<file path="config.mk">
export PLATFORM = sky130hd
export DESIGN_NAME = vga_sync_gen_flat
export DESIGN_NICKNAME = d
export VERILOG_FILES = /design/src/rtl/vga_sync_gen_if.sv /design/src/rtl/vga_sync_gen.sv /design/src/flat_wrapper.sv
export SDC_FILE = /design/constraint.sdc
export NUM_CORES = 1
export LEC_CHECK = 0
export BUFFER_PORTS_ARGS = -buffer_cell sky130_fd_sc_hd__buf_2
export CAP_MARGIN = 20
export CORE_ASPECT_RATIO = 1.75
export CORE_UTILIZATION = 50
export CTS_CLUSTER_SIZE = 24
export DETAILED_ROUTE_END_ITERATION = 8
export PLACE_DENSITY = 0.73
export SLEW_MARGIN = 20
export SYNTH_ARGS = -nofsm -noshare
export SYNTH_HDL_FRONTEND = slang
export SYNTH_SLANG_ARGS = --single-unit
export TNS_END_PERCENT = 5
</file>
<file path="constraint.sdc">
create_clock -name clk -period 3.1 [get_ports clk]
set_clock_uncertainty 0.1 [all_clocks]
set_input_delay 0.155 -clock clk [delete_from_list [all_inputs] [get_ports clk]]
set_output_delay 0.155 -clock clk [all_outputs]
set_load 0.01 [all_outputs]
</file>
<file path="src/rtl/vga_sync_gen_if.sv">
// vga_sync_gen_if: scan position, sync and strobe bundle.
// master drives x/y, hsync/vsync, video_on, p_tick, line/frame end.
interface vga_sync_gen_if;
  logic [9:0] x;
  logic [9:0] y;
  logic       hsync;
  logic       vsync;
  logic       video_on;
  logic       p_tick;
  logic       line_end;
  logic       frame_end;

  modport master (
    output x,
    output y,
    output hsync,
    output vsync,
    output video_on,
    output p_tick,
    output line_end,
    output frame_end
  );

  modport slave (
    input x,
    input y,
    input hsync,
    input vsync,
    input video_on,
    input p_tick,
    input line_end,
    input frame_end
  );
endinterface

</file>
<file path="src/rtl/vga_sync_gen.sv">
// vga_sync_gen: VGA pixel timing (clk divider, h/v scan, syncs).
// Ports: clk, reset (async, active-high), vga (master bundle).
module vga_sync_gen #(
  parameter int CLK_DIV   = 4,
  parameter int H_DISPLAY = 640,
  parameter int H_FRONT   = 16,
  parameter int H_SYNC    = 96,
  parameter int H_BACK    = 48,
  parameter int V_DISPLAY = 480,
  parameter int V_FRONT   = 10,
  parameter int V_SYNC    = 2,
  parameter int V_BACK    = 33
) (
  input  logic           clk,
  input  logic           reset,
  vga_sync_gen_if.master vga
);

  localparam int H_TOTAL =
    H_DISPLAY + H_FRONT + H_SYNC + H_BACK;
  localparam int V_TOTAL =
    V_DISPLAY + V_FRONT + V_SYNC + V_BACK;

  localparam int DIV_W =
    (CLK_DIV > 1) ? $clog2(CLK_DIV) : 1;

  localparam logic [DIV_W-1:0] DIV_LAST =
    DIV_W'(CLK_DIV - 1);

  localparam logic [9:0] H_LAST = 10'(H_TOTAL - 1);
  localparam logic [9:0] V_LAST = 10'(V_TOTAL - 1);
  localparam logic [9:0] H_VIS  = 10'(H_DISPLAY);
  localparam logic [9:0] V_VIS  = 10'(V_DISPLAY);

  localparam logic [9:0] HS_LO =
    10'(H_DISPLAY + H_FRONT);
  localparam logic [9:0] HS_HI =
    10'(H_DISPLAY + H_FRONT + H_SYNC);
  localparam logic [9:0] VS_LO =
    10'(V_DISPLAY + V_FRONT);
  localparam logic [9:0] VS_HI =
    10'(V_DISPLAY + V_FRONT + V_SYNC);

  logic [DIV_W-1:0] div_cnt;
  logic [9:0]       x_q;
  logic [9:0]       y_q;
  logic [9:0]       x_d;
  logic [9:0]       y_d;
  logic             hsync_q;
  logic             vsync_q;
  logic             vis_q;
  logic             hsync_d;
  logic             vsync_d;
  logic             vis_d;
  logic             tick;
  logic             h_last;
  logic             v_last;

  assign tick   = (div_cnt == DIV_LAST);
  assign h_last = (x_q == H_LAST);
  assign v_last = (y_q == V_LAST);

  always_comb begin
    x_d = x_q;
    y_d = y_q;
    if (tick) begin
      x_d = h_last ? '0 : x_q + 10'd1;
      if (h_last) begin
        y_d = v_last ? '0 : y_q + 10'd1;
      end
    end
  end

  // Flags are decoded from the next counts so the
  // registered copies line up with the x/y shown.
  always_comb begin
    hsync_d = !((x_d >= HS_LO) && (x_d < HS_HI));
    vsync_d = !((y_d >= VS_LO) && (y_d < VS_HI));
    vis_d   = (x_d < H_VIS) && (y_d < V_VIS);
  end

  always_ff @(posedge clk or posedge reset) begin
    if (reset) begin
      div_cnt <= '0;
    end else if (tick) begin
      div_cnt <= '0;
    end else begin
      div_cnt <= div_cnt + DIV_W'(1);
    end
  end

  always_ff @(posedge clk or posedge reset) begin
    if (reset) begin
      x_q     <= '0;
      y_q     <= '0;
      hsync_q <= 1'b1;
      vsync_q <= 1'b1;
      vis_q   <= 1'b1;
    end else begin
      x_q     <= x_d;
      y_q     <= y_d;
      hsync_q <= hsync_d;
      vsync_q <= vsync_d;
      vis_q   <= vis_d;
    end
  end

  assign vga.x         = x_q;
  assign vga.y         = y_q;
  assign vga.hsync     = hsync_q;
  assign vga.vsync     = vsync_q;
  assign vga.video_on  = vis_q;
  assign vga.p_tick    = tick;
  assign vga.line_end  = tick & h_last;
  assign vga.frame_end = tick & h_last & v_last;

endmodule

</file>
<file path="src/flat_wrapper.sv">
// flat-port wrapper written by rule: the top's interface ports become plain ports
module vga_sync_gen_flat 
#(
  parameter int CLK_DIV   = 4,
  parameter int H_DISPLAY = 640,
  parameter int H_FRONT   = 16,
  parameter int H_SYNC    = 96,
  parameter int H_BACK    = 48,
  parameter int V_DISPLAY = 480,
  parameter int V_FRONT   = 10,
  parameter int V_SYNC    = 2,
  parameter int V_BACK    = 33
)
  (clk, reset, vga_x, vga_y, vga_hsync, vga_vsync, vga_video_on, vga_p_tick, vga_line_end, vga_frame_end);
  vga_sync_gen_if vga_i ();
  input  logic clk;
  input  logic reset;
  output wire logic [$bits(vga_i.x)-1:0] vga_x;
  output wire logic [$bits(vga_i.y)-1:0] vga_y;
  output wire logic [$bits(vga_i.hsync)-1:0] vga_hsync;
  output wire logic [$bits(vga_i.vsync)-1:0] vga_vsync;
  output wire logic [$bits(vga_i.video_on)-1:0] vga_video_on;
  output wire logic [$bits(vga_i.p_tick)-1:0] vga_p_tick;
  output wire logic [$bits(vga_i.line_end)-1:0] vga_line_end;
  output wire logic [$bits(vga_i.frame_end)-1:0] vga_frame_end;
  assign vga_x = vga_i.x;
  assign vga_y = vga_i.y;
  assign vga_hsync = vga_i.hsync;
  assign vga_vsync = vga_i.vsync;
  assign vga_video_on = vga_i.video_on;
  assign vga_p_tick = vga_i.p_tick;
  assign vga_line_end = vga_i.line_end;
  assign vga_frame_end = vga_i.frame_end;
  vga_sync_gen #(.CLK_DIV(CLK_DIV), .H_DISPLAY(H_DISPLAY), .H_FRONT(H_FRONT), .H_SYNC(H_SYNC), .H_BACK(H_BACK), .V_DISPLAY(V_DISPLAY), .V_FRONT(V_FRONT), .V_SYNC(V_SYNC), .V_BACK(V_BACK)) u_core (.clk(clk), .reset(reset), .vga(vga_i));
endmodule
</file>
# Word level (Yosys, flattened, before mapping)
# Cells that the tools add are included.
dict set report word_totals {
  reg_bits 25
  input_bits 2
  out_inout_bits 26
  wordCells 31
}
dict set report op_classes {
  n_addsub 3
  n_lt_le_gt_ge 6
  n_eq_ne 3
  mux 6
  n_bitwise 2
  reduce_logical 5
}
# cell count
set ops {}
lappend ops {{10-bit two-way mux} 5}
lappend ops {{10-bit by 1-bit adder with 10-bit output, second input constant} 2}
lappend ops {{10-bit equality test, second input constant} 2}
lappend ops {{10-bit < comparator, second input constant} 2}
lappend ops {{10-bit by 9-bit < comparator with 1-bit output, second input constant} 2}
lappend ops {{10-bit >= comparator, second input constant} 1}
lappend ops {{10-bit by 9-bit >= comparator with 1-bit output, second input constant} 1}
lappend ops {{1-bit logical AND} 3}
lappend ops {{2-bit by 1-bit adder with 2-bit output, second input constant} 1}
lappend ops {{1-bit bitwise AND} 2}
lappend ops {{2-bit equality test, second input constant} 1}
lappend ops {{1-bit zero test} 2}
lappend ops {{2-bit two-way mux} 1}

# Longest topological paths before layout
dict set report depth {
  depth_word 7
  depth_mapped 8
  ltp_nobuf 7
}

# Worst setup path before layout
# OpenSTA, ideal clock, no wires.
dict set report synth_path {
  path_kind {reg-to-reg}
  startpoint {register u_core.y_q[0] (netlist: u_core.vga.y[0])}
  endpoint {register u_core.vsync_q (netlist: u_core.vga.vsync)}
  setup_time_ns 0.090
  arrival_ns 1.801
  t_required_ns 2.910
  path_slack_ns 1.109
  stages_incl_launch_ff 7
  n_path_buf 0
  period_less_slack_ns 1.991
  path_cell_list {dfrtp_1 ha_1 and4_1 or3b_2 a21oi_1 o31a_1 nand4b_1}
}
dict set report synth_between {
  elab_chain_len 7
  word_cells_on_any_way 9
  cone_classes {add/sub (1); order compare (2); eq/ne (1); mux (3); reduce/logical (2)}
}
# item line_no
set synth_lines {}
lappend synth_lines {{from (decl)} vga_sync_gen.sv:46} ;# logic [9:0] y_q;
lappend synth_lines {{from (signal assigned)} vga_sync_gen.sv:101} ;# y_q <= y_d;
lappend synth_lines {{10-bit by 1-bit adder with 10-bit output or 10-bit equality test (tied branches)} {vga_sync_gen.sv:69, vga_sync_gen.sv:61}}
lappend synth_lines {{10-bit two-way mux} vga_sync_gen.sv:69} ;# y_d = v_last ? '0 : y_q + 10'd1;
lappend synth_lines {{10-bit two-way mux} vga_sync_gen.sv:68} ;# if (h_last) begin
lappend synth_lines {{10-bit two-way mux (*)} vga_sync_gen.sv:66} ;# if (tick) begin
lappend synth_lines {{10-bit by 9-bit >= comparator with 1-bit output or 10-bit by 9-bit < comparator with 1-bit output (tied branches)} vga_sync_gen.sv:78} ;# vsync_d = !((y_d >= VS_LO) && (y_d < VS_HI));
lappend synth_lines {{1-bit logical AND (*)} vga_sync_gen.sv:78}
lappend synth_lines {{1-bit zero test (*)} vga_sync_gen.sv:78}
lappend synth_lines {{via u_core.vsync_d} vga_sync_gen.sv:53} ;# logic vsync_d;
lappend synth_lines {{to (signal assigned)} vga_sync_gen.sv:103} ;# vsync_q <= vsync_d;
lappend synth_lines {{to (decl)} vga_sync_gen.sv:50} ;# logic vsync_q;
# Mark *: on every way through the listed nets, which the timed path passes. The rest lies on a longest branch.

# Worst setup path in the final report
dict set report layout_path {
  startpoint {register u_core.div_cnt[0]}
  endpoint {output port vga_line_end}
}
dict set report layout_between {
  elab_chain_len 2
}
# item line_no
set layout_lines {}
lappend layout_lines {{from (decl)} vga_sync_gen.sv:44} ;# logic [DIV_W-1:0] div_cnt;
lappend layout_lines {{from (signal assigned)} vga_sync_gen.sv:88} ;# div_cnt <= div_cnt + DIV_W'(1);
lappend layout_lines {{2-bit equality test} vga_sync_gen.sv:59} ;# assign tick = (div_cnt == DIV_LAST);
lappend layout_lines {{1-bit bitwise AND} vga_sync_gen.sv:114} ;# assign vga.line_end = tick & h_last;
lappend layout_lines {{to (decl)} flat_wrapper.sv:24} ;# output wire logic [$bits(vga_i.line_end)-1:0] vga_line_end;
# Every way passes these cells.

==> flow_summary_export.csv <==
group,metric,value,unit
run_status,outcome,"completed",
setup_path,start_kind,"register",
setup_path,critPathKind,"register to output port",
setup_path,r2r_slack,750,ps
run,cap_violations,0,
pwr,power_density,327.1,mW/mm²
finish,fill_cells,225,
timing,hold_viol_final,0,
placed_design,place_area,0.001540,mm²
timing,max_clock_freq,408.1,MHz
pwr,pwr-share-comb,1.9,%
pwr,power,0.5272,mW
route,avgViaCountPerCell,6.110,
timing,setup_tns,0,ps
pwr,intPower,0.4189,mW
timing,rsz0062_at_grt,"false",
finish,utilization,59.91,%
die,initial_core_util,52.56,%
die,die_w,42.20,µm
route,first_iter_violations,27,
clock_tree,cts_tree,"built",
pwr,p_leak,0.7142,nW
route,dr.pass1.iters,4,
setup_path,cp.arrival,2200,ps
placed_design,gp_congestion,0.8558,
setup_path,cp_num_buf_inv,2,
hold_path,hold_class,"register to register",
timing,finalMaxSlewViolations,0,
clock_tree,ctsResizeCount,0,
synth,ys_types,42,
finish,finalNetCount,180,
route,wl,3.157,mm
setup_path,cp-end-kind,"output port",
clock_tree,cts_buffers,3,
synth,ys_ff_latch,25,
timing,period_needed,2450,ps
timing,tightest_slew,525.0,ps
setup_path,crit_path_max_fanout,12,
finish,layout_common_cells,"27 x buf_2, 22 x dfrtp_1, 19 x nand2_1",
pwr,p_sw,0.1082,mW
placed_design,hpwl,2.317,mm
global_routing,grt_overflow,0,
finish,diodes,0,
global_routing,grt_pass1_vias,1193,
route,drc,0,
finish,multiInputGateArea,719.4,µm²
setup_path,path_delay_family,"simple AND/OR/NAND/NOR gates",
synth,syn_inst,147,
die,core,0.002690,mm²
timing,max_slew_margin,64.96,%
timing,hold-worst-slack,330.8,ps
die,dieArea,0.003053,mm²
clock_tree,cts_max_path_buffers,2,
global_routing,grt_max_degree,26,
pwr,power.share.sequential,61.8,%
synth,yosys.area.top_type,"dfrtp_1",
die,rows,25,
pwr,p_clk_share,36.3,%
synth,avgSynthCellArea,9.618,µm²
finish,drive_above_1_share,24.28,%
synth,synthesis.area,0.001414,mm²
clock_tree,htree_levels,1,
route,avgRoutedWirePerCell,15.79,µm
finish,layout_commonest_cell,"buf_2",
synth,netlist.area_leader.share,38.94,%
finish,fin_area,0.001612,mm²
clock_tree,cts-root-buf,"clkbuf_8",
clock_tree,cts.sinks,25,
setup_path,crit_chain,"ha_1 -> and4_1 -> nand3_1 -> clkinv_1 -> buf_2",
setup_path,crit_required,2840,ps
setup_path,slowest_stage,"dfrtp_1",
placed_design,portBuffers,27,
route,num_vias,1222,
clock_tree,worstSkewPairLatency,270,ps
synth,synth.net_count,153,
synth,synthFlopType,"dfrtp_1",
global_routing,grt_pass1_wl,5.195,mm
timing,min_period_over_period,79.04,%
pwr,vdd_drop_max,0.0002905,V
synth,ys_seq_area_share,44.51,%
synth,yosysWarnings,0,
finish,seq_area,629.4,µm²
global_routing,track_usage,22.01,%
route,antenna_left,0,
finish,areaGrowthSynthToFinish,13.98,%
synth,synth_edf_count,0,
clock_tree,clk_pin_slew_worst_paths,80,ps
global_routing,antenna_found_initial,0,
pwr,switching_share,20.53,%
die,fp.dieH,72.35,µm
timing,setup_violations,0,
synth,synthTopCellsByArea,"dfrtp_1 39%, dfstp_2 5.6%, nand2_1 5.0%, ha_1 3.5%, o21ai_0 3.2%",
die,io_pins,28,
setup_path,critPathMaxStageDelay,390,ps
synth,async_flop_share,100.0,%
[per-stage QoR]
| step | setup WS, ps | std cells |
|---|---|---|
| global route | 526.2 | 200 |
| global placement | 944.0 | 194 |
| detailed placement | 788.1 | 194 |
| floorplan | 1109 | 147 |
| CTS | 666.5 | 198 |
| finish | 649.8 | 200 |
[kinds of logic (layout without fill, tap and decap cells)]
family                     Yosys count  in the layout  synth area share [%]
muxes                                2              2                 1.416
DFF                                 25             25                 44.51
adders and majority gates            4              4                 3.540
xor gates and xnor gates            10             10                 6.194
and+or+nand+nor                     72             72                 30.44
buffers and inverters               13             39                 4.602
AOI/OAI and AO/OA                   21             21                 9.292
[final cells by class]
class / count / share of cell area (%)
repair buffers: 29 / 9.938
well taps: 27 / 2.096
clock buffers: 3 / 2.562
multi-input cells: 109 / 44.64
inverters: 6 / 1.398
flip-flops and latches: 25 / 39.05
clock inverters: 1 / 0.3106
[worst register-to-register path: cells and delay by family (launching register included)]
family	cells	cell delay [ps]
buf+inv	1	310
simple gates	3	860
compound gates	2	330
fa+ha+maj	1	260
flops	1	430
[cell usage after synthesis, types with 2 or more instances]
| library cell | instances |
|---|---|
| a21oi_1 | 2 |
| buf_2 | 4 |
| nand4b_1 | 3 |
| dfrtp_1 | 22 |
| nor2_1 | 8 |
| and4_1 | 2 |
| o21ai_0 | 9 |
| or3_1 | 3 |
| nand3_1 | 6 |
| ha_1 | 4 |
| or4b_1 | 2 |
| dfstp_2 | 3 |
| o21ai_1 | 2 |
| xor2_1 | 5 |
| nand3b_1 | 3 |
| o31ai_1 | 2 |
| nor3_1 | 6 |
| inv_1 | 5 |
| mux2i_1 | 2 |
| nand2b_1 | 2 |
| xnor2_1 | 5 |
| nor4_1 | 2 |
| and3_1 | 2 |
| nand2_1 | 19 |
| nand4_1 | 7 |
[what timing repair did]
action                                  CTS  global route
endpoints found under the hold margin     0             8
endpoints found under the setup margin    0             0
buffers inserted                          0             0
hold buffers                              0             1
[metal layers]
metal | up-vias | track usage, % | share of wire (%)
li1 | 583 | - | -
met1 | 595 | 24.07 | 39
met2 | 38 | 40.85 | 56
met3 | 6 | 2.239 | 3.2
met4 | 0 | 11.11 | 1.8
met5 | - | 0 | 0
[worst paths after layout]
| path | end | cells past startpoint | from |
|---|---|---|---|
| setup / recovery | vga_line_end | 5 | u_core.div_cnt[0] |
| hold / removal | u_core.div_cnt[0] | 1 | u_core.div_cnt[0] |
| setup reg to reg | u_core.vga.vsync | 7 | u_core.vga.x[0] |
| hold reg to reg | u_core.div_cnt[0] | 1 | u_core.div_cnt[0] |
| max in group asynchronous | u_core.vga.x[1] | 4 | reset |
| min in group asynchronous | u_core.vga.x[8] | 3 | reset |
[state kept, by name, summed over array words and instances (netlist names)]
register             flops
u_core.vga.y            10
u_core.vga.vsync         1
u_core.vga.x            10
u_core.vga.hsync         1
u_core.div_cnt           2
u_core.vga.video_on      1
[power groups by stage]
stage / clock, mW / combinational, mW / sequential [mW]
global route: 0.209 / 0.0117 / 0.326
finish: 0.191 / 0.0101 / 0.326
detailed placement: 0 / 0.00738 / 0.332
global placement: 0 / 0.00703 / 0.332
CTS: 0.199 / 0.00725 / 0.326
floorplan: 0 / 0.00481 / 0.332
No activity file was read; power rests on OpenSTA's default activity.
